[src/rtl/gate_sequencer.sv]
// Purpose: single-lane parking barrier controller shared by entry and exit, with a round-robin tie-break.
// Latency: an eligible request in IDLE opens the gate one edge later; FREE follows CH one edge later.
// Backpressure: requests are level-held by the driver, ignored outside IDLE, and entry is refused while FULL.
//
// Ports:
//   CLK, RST_N      clock, synchronous active-low reset
//   CH[7:0]         spot sensors, 1 = occupied
//   REQ_IN/REQ_OUT  entry / exit request levels
//   PASS            loop sensor, 1 = vehicle under barrier
//   GATE_OPEN       barrier motor command
//   BUSY, DIR       sequence in progress; direction of current/last grant (0 entry, 1 exit)
//   DONE, ABORT     one-cycle pulses: vehicle passed / open phase timed out
//   FREE, FULL      registered free-spot count; FREE == 0
module gate_sequencer #(
  parameter int OPEN_TIMEOUT = 50_000_000,
  parameter int GUARD        = 5_000_000,
  parameter int TW           = 32
) (
  input  logic       CLK,
  input  logic       RST_N,
  input  logic [7:0] CH,
  input  logic       REQ_IN,
  input  logic       REQ_OUT,
  input  logic       PASS,
  output logic       GATE_OPEN,
  output logic       BUSY,
  output logic       DIR,
  output logic       DONE,
  output logic       ABORT,
  output logic [3:0] FREE,
  output logic       FULL
);

  typedef enum logic [1:0] {
    S_IDLE  = 2'd0,
    S_OPEN  = 2'd1,
    S_HOLD  = 2'd2,
    S_CLOSE = 2'd3
  } state_t;

  localparam logic [TW-1:0] OPEN_LOAD  = TW'(OPEN_TIMEOUT - 1);
  localparam logic [TW-1:0] GUARD_LOAD = TW'(GUARD - 1);
  localparam logic [TW-1:0] TIMER_ONE  = TW'(1);

  state_t        state;
  state_t        state_nxt;
  logic [TW-1:0] timer;
  logic [TW-1:0] timer_nxt;
  logic          last_dir;      // direction of the most recent grant; reset to exit so entry wins the first tie
  logic          last_dir_nxt;
  logic          dir_nxt;
  logic          done_nxt;
  logic          abort_nxt;
  logic          gate_nxt;
  logic          busy_nxt;
  logic [3:0]    occupied;
  logic [3:0]    free_nxt;
  logic          entry_ok;
  logic          exit_ok;
  logic          grant_vld;
  logic          grant_dir;

  // Occupied-spot count; FREE is the registered complement out of 8.
  always_comb begin
    occupied = 4'd0;
    for (int i = 0; i < 8; i++) begin
      occupied = occupied + {3'b000, CH[i]};
    end
    free_nxt = 4'd8 - occupied;
  end

  assign FULL = (FREE == 4'd0);

  always_comb begin
    state_nxt    = state;
    timer_nxt    = timer;
    last_dir_nxt = last_dir;
    dir_nxt      = DIR;
    done_nxt     = 1'b0;
    abort_nxt    = 1'b0;
    grant_vld    = 1'b0;
    grant_dir    = 1'b0;
    entry_ok     = REQ_IN & ~FULL;
    exit_ok      = REQ_OUT;

    case (state)
      S_IDLE: begin
        if (entry_ok && exit_ok) begin
          // Tie: serve whichever direction was not granted last.
          grant_vld = 1'b1;
          grant_dir = ~last_dir;
        end else if (entry_ok) begin
          grant_vld = 1'b1;
          grant_dir = 1'b0;
        end else if (exit_ok) begin
          grant_vld = 1'b1;
          grant_dir = 1'b1;
        end
        if (grant_vld) begin
          state_nxt    = S_OPEN;
          dir_nxt      = grant_dir;
          last_dir_nxt = grant_dir;
          timer_nxt    = OPEN_LOAD;
        end
      end
      S_OPEN: begin
        // A vehicle arriving on the final timeout cycle still wins over the abort.
        if (PASS) begin
          state_nxt = S_HOLD;
        end else if (timer == '0) begin
          state_nxt = S_CLOSE;
          abort_nxt = 1'b1;
          timer_nxt = GUARD_LOAD;
        end else begin
          timer_nxt = timer - TIMER_ONE;
        end
      end
      S_HOLD: begin
        // No timeout here: the barrier must stay up while a vehicle is under it.
        if (!PASS) begin
          state_nxt = S_CLOSE;
          done_nxt  = 1'b1;
          timer_nxt = GUARD_LOAD;
        end
      end
      S_CLOSE: begin
        if (timer == '0) begin
          state_nxt = S_IDLE;
        end else begin
          timer_nxt = timer - TIMER_ONE;
        end
      end
      default: begin
        state_nxt = S_IDLE;
      end
    endcase

    gate_nxt = (state_nxt == S_OPEN) || (state_nxt == S_HOLD);
    busy_nxt = (state_nxt != S_IDLE);
  end

  always_ff @(posedge CLK) begin
    if (!RST_N) begin
      state     <= S_IDLE;
      timer     <= '0;
      last_dir  <= 1'b1;
      DIR       <= 1'b0;
      GATE_OPEN <= 1'b0;
      BUSY      <= 1'b0;
      DONE      <= 1'b0;
      ABORT     <= 1'b0;
      FREE      <= 4'd0;
    end else begin
      state     <= state_nxt;
      timer     <= timer_nxt;
      last_dir  <= last_dir_nxt;
      DIR       <= dir_nxt;
      GATE_OPEN <= gate_nxt;
      BUSY      <= busy_nxt;
      DONE      <= done_nxt;
      ABORT     <= abort_nxt;
      FREE      <= free_nxt;
    end
  end

endmodule
[config.mk]
export PLATFORM = sky130hd
export DESIGN_NAME = gate_sequencer
export DESIGN_NICKNAME = d
export VERILOG_FILES = /design/src/rtl/gate_sequencer.sv
export SDC_FILE = /design/constraint.sdc
export NUM_CORES = 1
export LEC_CHECK = 0
export CAP_MARGIN = 10
export CORE_MARGIN = 4
export CORE_UTILIZATION = 51
export CTS_BUF_LIST = sky130_fd_sc_hd__clkbuf_4 sky130_fd_sc_hd__clkbuf_8 sky130_fd_sc_hd__clkbuf_16
export DETAILED_ROUTE_END_ITERATION = 10
export PLACE_DENSITY = 0.73
export SLEW_MARGIN = 5
export SYNTH_ARGS = -nofsm -noshare
export SYNTH_HDL_FRONTEND = slang
export SYNTH_SLANG_ARGS = --single-unit
[constraint.sdc]
create_clock -name CLK -period 4.2 [get_ports CLK]
set_input_delay 1.05 -clock CLK [delete_from_list [all_inputs] [get_ports CLK]]
set_output_delay 1.05 -clock CLK [all_outputs]
set_load 0.005 [all_outputs]
==> results of run 1 <==
-- final timing paths --
path	endpoint	slack, ns	start	cells past startpoint
max	FREE[2]	0.76	CH[1]	10
min	timer[0]	0.47	timer[0]	1
max reg2reg	GATE_OPEN	1.63	FREE[1]	7
min reg2reg	timer[0]	0.47	timer[0]	1
-- registers in the layout, indices dropped and copies added, names as in the netlist --
register,cells
state,2
DIR,1
DONE,1
GATE_OPEN,1
ABORT,1
last_dir,1
FREE,4
timer,32
BUSY,1
-- area by class of cell --
| type | instances | area (sq um) | area share (%) |
|---|---|---|---|
| clock buffers | 6 | 76.3 | 2.73 |
| flip-flops and latches | 44 | 881 | 31.5 |
| multi-input cells | 222 | 1410 | 50.6 |
| inverters | 20 | 75.1 | 2.68 |
| clock inverters | 2 | 35.0 | 1.25 |
| repair buffers | 26 | 250 | 8.95 |
| well taps | 52 | 65.1 | 2.33 |
-- critical path, cell delays in order --
cell and delay (ns):
clkdlybuf4s50_1 0.45, inv_1 0.05, fa_1 0.53, ha_1 0.13, inv_1 0.05, fa_1 0.50, inv_1 0.05, fa_1 0.42
ha_1 0.27, and2_1 0.15
-- power by group through the flow --
stage          Sequential, mW  Clock [mW]  Combinational, mW
6_report                0.577       0.324              0.493
5_1_grt                 0.590       0.344              0.559
4_1_cts                 0.575       0.333              0.490
3_5_place_dp            0.585           0              0.487
3_3_place_gp            0.583           0              0.482
2_1_floorplan           0.563           0              0.365
-- layout by cell type (no fill, tap or decap), drive strengths merged, types with 2 or more instances in the layout --
cell           instances
dfxtp                 44
or3                    5
or4                    5
and2                   5
a211oi                 4
clkdlybuf4s50         22
a21oi                 19
or2                    3
inv                   20
a311oi                 2
nand3                  6
a22oi                  2
o21ai                 26
nand4                  4
buf                    4
nor3                  11
ha                     7
nor2b                  2
o31ai                  2
clkbuf                 6
nand2                 16
nand2b                 2
and3                   3
o41a                   2
fa                     4
xor2                  11
nor2                  38
a31oi                  7
nor4b                  2
o211ai                 8
xnor2                  3
nor4                  10
and4                   2
-- metal layers --
layer	routed length, um	global-route usage, %
met1	2610	26.5
met2	2480	28.5
met3	221	3.86
met4	70	5.87
met5	0	0
-- stage by stage --
stage	std cells	utilization [%]	setup WS [ns]	total power [mW]
floorplan	300	-	0.953	0.928
global placement	364	59.6	0.451	1.07
detailed placement	364	59.6	0.423	1.07
CTS	372	62.1	0.747	1.40
global route	372	62.1	0.681	1.49
finish	372	62.1	0.758	1.39
-- cell families after synthesis --
group           after synthesis  synth area share [%]
compound gates               80                  20.3
xor+xnor                     14                  5.02
fa+ha+maj                    11                  6.86
buf+inv                      34                  6.35
flops                        44                  36.1
simple gates                117                  25.4
==> flow_summary.ini, run 1 <==
[die]
ios = 23
fp.dieW_um = 77.2
dieHeight_um = 77.2
core_area_sq_um = 4500
rows = 24
initial_core_util_pct = 54.2
dieArea_sq_um = 5960

[logic_synthesis]
ys_types = 52
ys_top_cells_by_count = dfxtp_1 (44), nor2_1 (37), o21ai_0 (23)
synth.avg_cell_area_sq_um = 8.14
synth_most_common_cell = dfxtp_1
syn-num-nets = 324
synth_edf_count = 0
synth_top_area_share_pct = 36.1
netlist_area_sq_um = 2440
seq_area_frac_synth_pct = 36.1
syn_inst = 300
synth_top_area_cell = dfxtp_1
ys.flop_type = dfxtp_1
ys_async_sr_fraction_pct = 0
ys_ff_latch = 44
yosys-top-cells-area = dfxtp_1 (36%), nor2_1 (5.7%), o21ai_0 (4.7%)
yosysWarnings = 0

[placement]
detailed_place_hpwl_um = 3910
port_buffers = 22
place_area_sq_um = 2690
gp_congestion = 0.924

[drt]
vias_per_cell = 5.87
wl_per_cell_um = 14.5
drt-pass1-iter-count = 4
dr.first_iter.drc_count = 125
antenna_left = 0
drt-total-wl_um = 5390
drcViolationCount = 0
vias = 2184

[power]
irDropWorstVdd_v = 0.000306
p_leak_nw = 1.09
p_clk_share_pct = 23.2
comb_power_share_pct = 35.4
power.switching_mw = 0.510
swShare_pct = 36.6
p_per_area_nw_per_um2 = 498
p_int_mw = 0.883
p_seq_share_pct = 41.4

[timing]
setup_viol_count_final = 0
skew_ns = 0.00741
timing.fmax_mhz = 290
layout_min_cycle_time_ns = 3.44
hold_ws_ns = 0.470
min_period_over_period_pct = 82.0
finalHoldViolCount = 0
setup_tns_ns = 0
rsz0062_at_grt = false
maxSlewViolCount = 0
maxSlewHeadroom_pct = 52.4
tightest_slew_ns = 0.710

[global_route]
overflow = 0
grt_pass1_vias = 1958
antenna_found_initial = 0
grt_pass1_wl_um = 9180
track_usage_pct = 18.8
grt_max_degree = 17

[job]
max_cap_violations = 0

[clocking]
clockRootBuffer = clkbuf_8
hold_buffers = 0
cts_resized = 0
cts.sinks = 44
cts_tree = done
cts_htree_levels = 2
numCtsBuffers = 5
cts_setup_buffers = 0
insertion_delay_ns = 0.30
clockBufferDepth = 2
cts.clk_slew.worst_paths_ns = 0.08

[worst_setup_path]
crit_required_ns = 4.40
path_max_fanout = 1
crit_path_end_kind = flop
arrival_ns = 3.64
critPathLaunchType = primary input
critPathKind = primary input to flop

[layout]
fill_cells = 414
nets = 343
drive_gt1_share_pct = 6.56
antenna_cells = 0
area_delta_synth_final_pct = 14.5
finish.instance_area_sq_um = 2800

[status]
outcome = finished, final reports clean

[hold_path]
hp-class = flop to flop
Power figures use the tool's default switching activity.
==> run 2: changes to the inputs <==
clock period = 3.27 ns   (was 4.2 ns; I/O delays follow)
==> flow_summary.ini, run 2 (synthesized netlist as in run 1, its figures left out) <==
[power]
p_leak_nw = 1.11
p_per_area_nw_per_um2 = 624
irDropWorstVdd_v = 0.000418

[global_route]
track_usage_pct = 20.4
overflow = 0
grt_pass1_wl_um = 9880
antenna_found_initial = 0
grt_max_degree = 15
grt_pass1_vias = 2073

[timing]
setup_viol_count_final = 0
layout_min_cycle_time_ns = 3.15
finalHoldViolCount = 0
maxSlewHeadroom_pct = 59.0
min_period_over_period_pct = 96.2
timing.fmax_mhz = 318
fin_ws_ns = 0.124
rsz0062_at_grt = false
maxSlewViolCount = 0
tightest_slew_ns = 0.610
skew_ns = 0.00888
hold_ws_ns = 0.480

[drt]
wl_per_cell_um = 15.2
drcViolationCount = 0
antenna_left = 0
drt-total-wl_um = 5790
dr.first_iter.drc_count = 144
vias = 2250
drt-pass1-iter-count = 5
vias_per_cell = 5.92

[die]
rows = 24
core_area_sq_um = 4500
dieHeight_um = 77.2
dieArea_sq_um = 5960
ios = 23
initial_core_util_pct = 54.2
fp.dieW_um = 77.2

[clocking]
numCtsBuffers = 5
cts.sinks = 44
cts.clk_slew.worst_paths_ns = 0.09
cts_tree = done
clockBufferDepth = 2
cts_setup_buffers = 0
insertion_delay_ns = 0.30
cts_htree_levels = 2
clockRootBuffer = clkbuf_8

[layout]
drive_gt1_share_pct = 10.1
layout.cells.most_common = dfxtp_1
mostFrequentLayoutCells = dfxtp_1 (44), nor2_1 (37), o21ai_0 (23)
stdcell_count = 380
finish.instance_area_sq_um = 2860
nets = 351
area_delta_synth_final_pct = 17.1
fill_cells = 403
largest_reg_flops = 32
largest_registers = timer x32, FREE x4, state x2
largest-register = timer
antenna_cells = 0

[worst_setup_path]
critPathKind = primary input to flop
arrival_ns = 3.35
crit_required_ns = 3.48
critPathLaunchType = primary input
path_max_fanout = 1
crit_path_end_kind = flop
r2r_setup_slack_ns = 0.66

[placement]
gp_congestion = 0.911
port_buffers = 22
dp_cells = 372
dp_slack_ns = -0.307
place_area_sq_um = 2750
detailed_place_hpwl_um = 4270

[job]
max_cap_violations = 0

[status]
outcome = finished, final reports clean

[hold_path]
hp-class = flop to flop
==> run 2: changes by cell type in the layout (fill, tap and decap cells not counted), sizes merged <==
| cell | before | now |
|---|---|---|
| buf | 4 | 12 |
| bufinv | 1 | 0 |
| clkinvlp | 0 | 2 |
| clkinv | 1 | 0 |
==> run 2: area by class of cell <==
cell class	instances	area, sq um	share of cell area, %
flip-flops and latches	44	881	30.8
repair buffers	34	310	10.8
multi-input cells	222	1430	50.0
inverters	20	75.1	2.62
well taps	52	65.1	2.27
clock inverters	2	15.0	0.525
clock buffers	6	82.6	2.89
==> run 2: what timing repair did <==
item,4_1_cts,5_1_grt
hold buffers,0,0
gates resized for setup,0,4
setup endpoints to repair,0,1
==> run 2: path summary, 6_finish.rpt <==
path | depth (start not counted) | start | end
worst max-delay path | 10 | CH[3] | FREE[2]
worst min-delay path | 1 | timer[0] | timer[0]
worst max register to register | 7 | timer[20] | timer[23]
worst min register to register | 1 | timer[0] | timer[0]
==> run 2: worst max-delay path, cell delays in order <==
cell and delay (ns):
clkdlybuf4s50_1 0.45, inv_1 0.05, fa_1 0.54, ha_2 0.16, inv_1 0.05, fa_1 0.49
inv_2 0.04, fa_2 0.39, ha_4 0.21, and2_1 0.14
==> run 2: per-layer routing <==
| layer | routed length, um | track usage [%] | up-vias |
|---|---|---|---|
| li1 | - | - | 1133 |
| met1 | 2630 | 27.6 | 1029 |
| met2 | 2650 | 32.6 | 75 |
| met3 | 412 | 4.33 | 13 |
| met4 | 102 | 5.69 | 0 |
| met5 | 0 | 0 | - |
==> run 2: metrics by stage <==
stage | power (mW) | setup TNS, ns | util, %
after floorplan | 1.19 | 0 | -
after global placement | 1.40 | -0.415 | 60.9
after detailed placement | 1.41 | -0.610 | 60.9
after CTS | 1.78 | 0 | 63.1
after global routing | 1.92 | 0 | 63.5
final | 1.78 | 0 | 63.5
==> run 2: report_power, final <==
part	internal (mW)	total (mW)	leakage, nW	switching, mW
clock network	0.171	0.363	0.0434	0.192
logic	0.303	0.677	0.703	0.375
registers	0.631	0.744	0.363	0.113
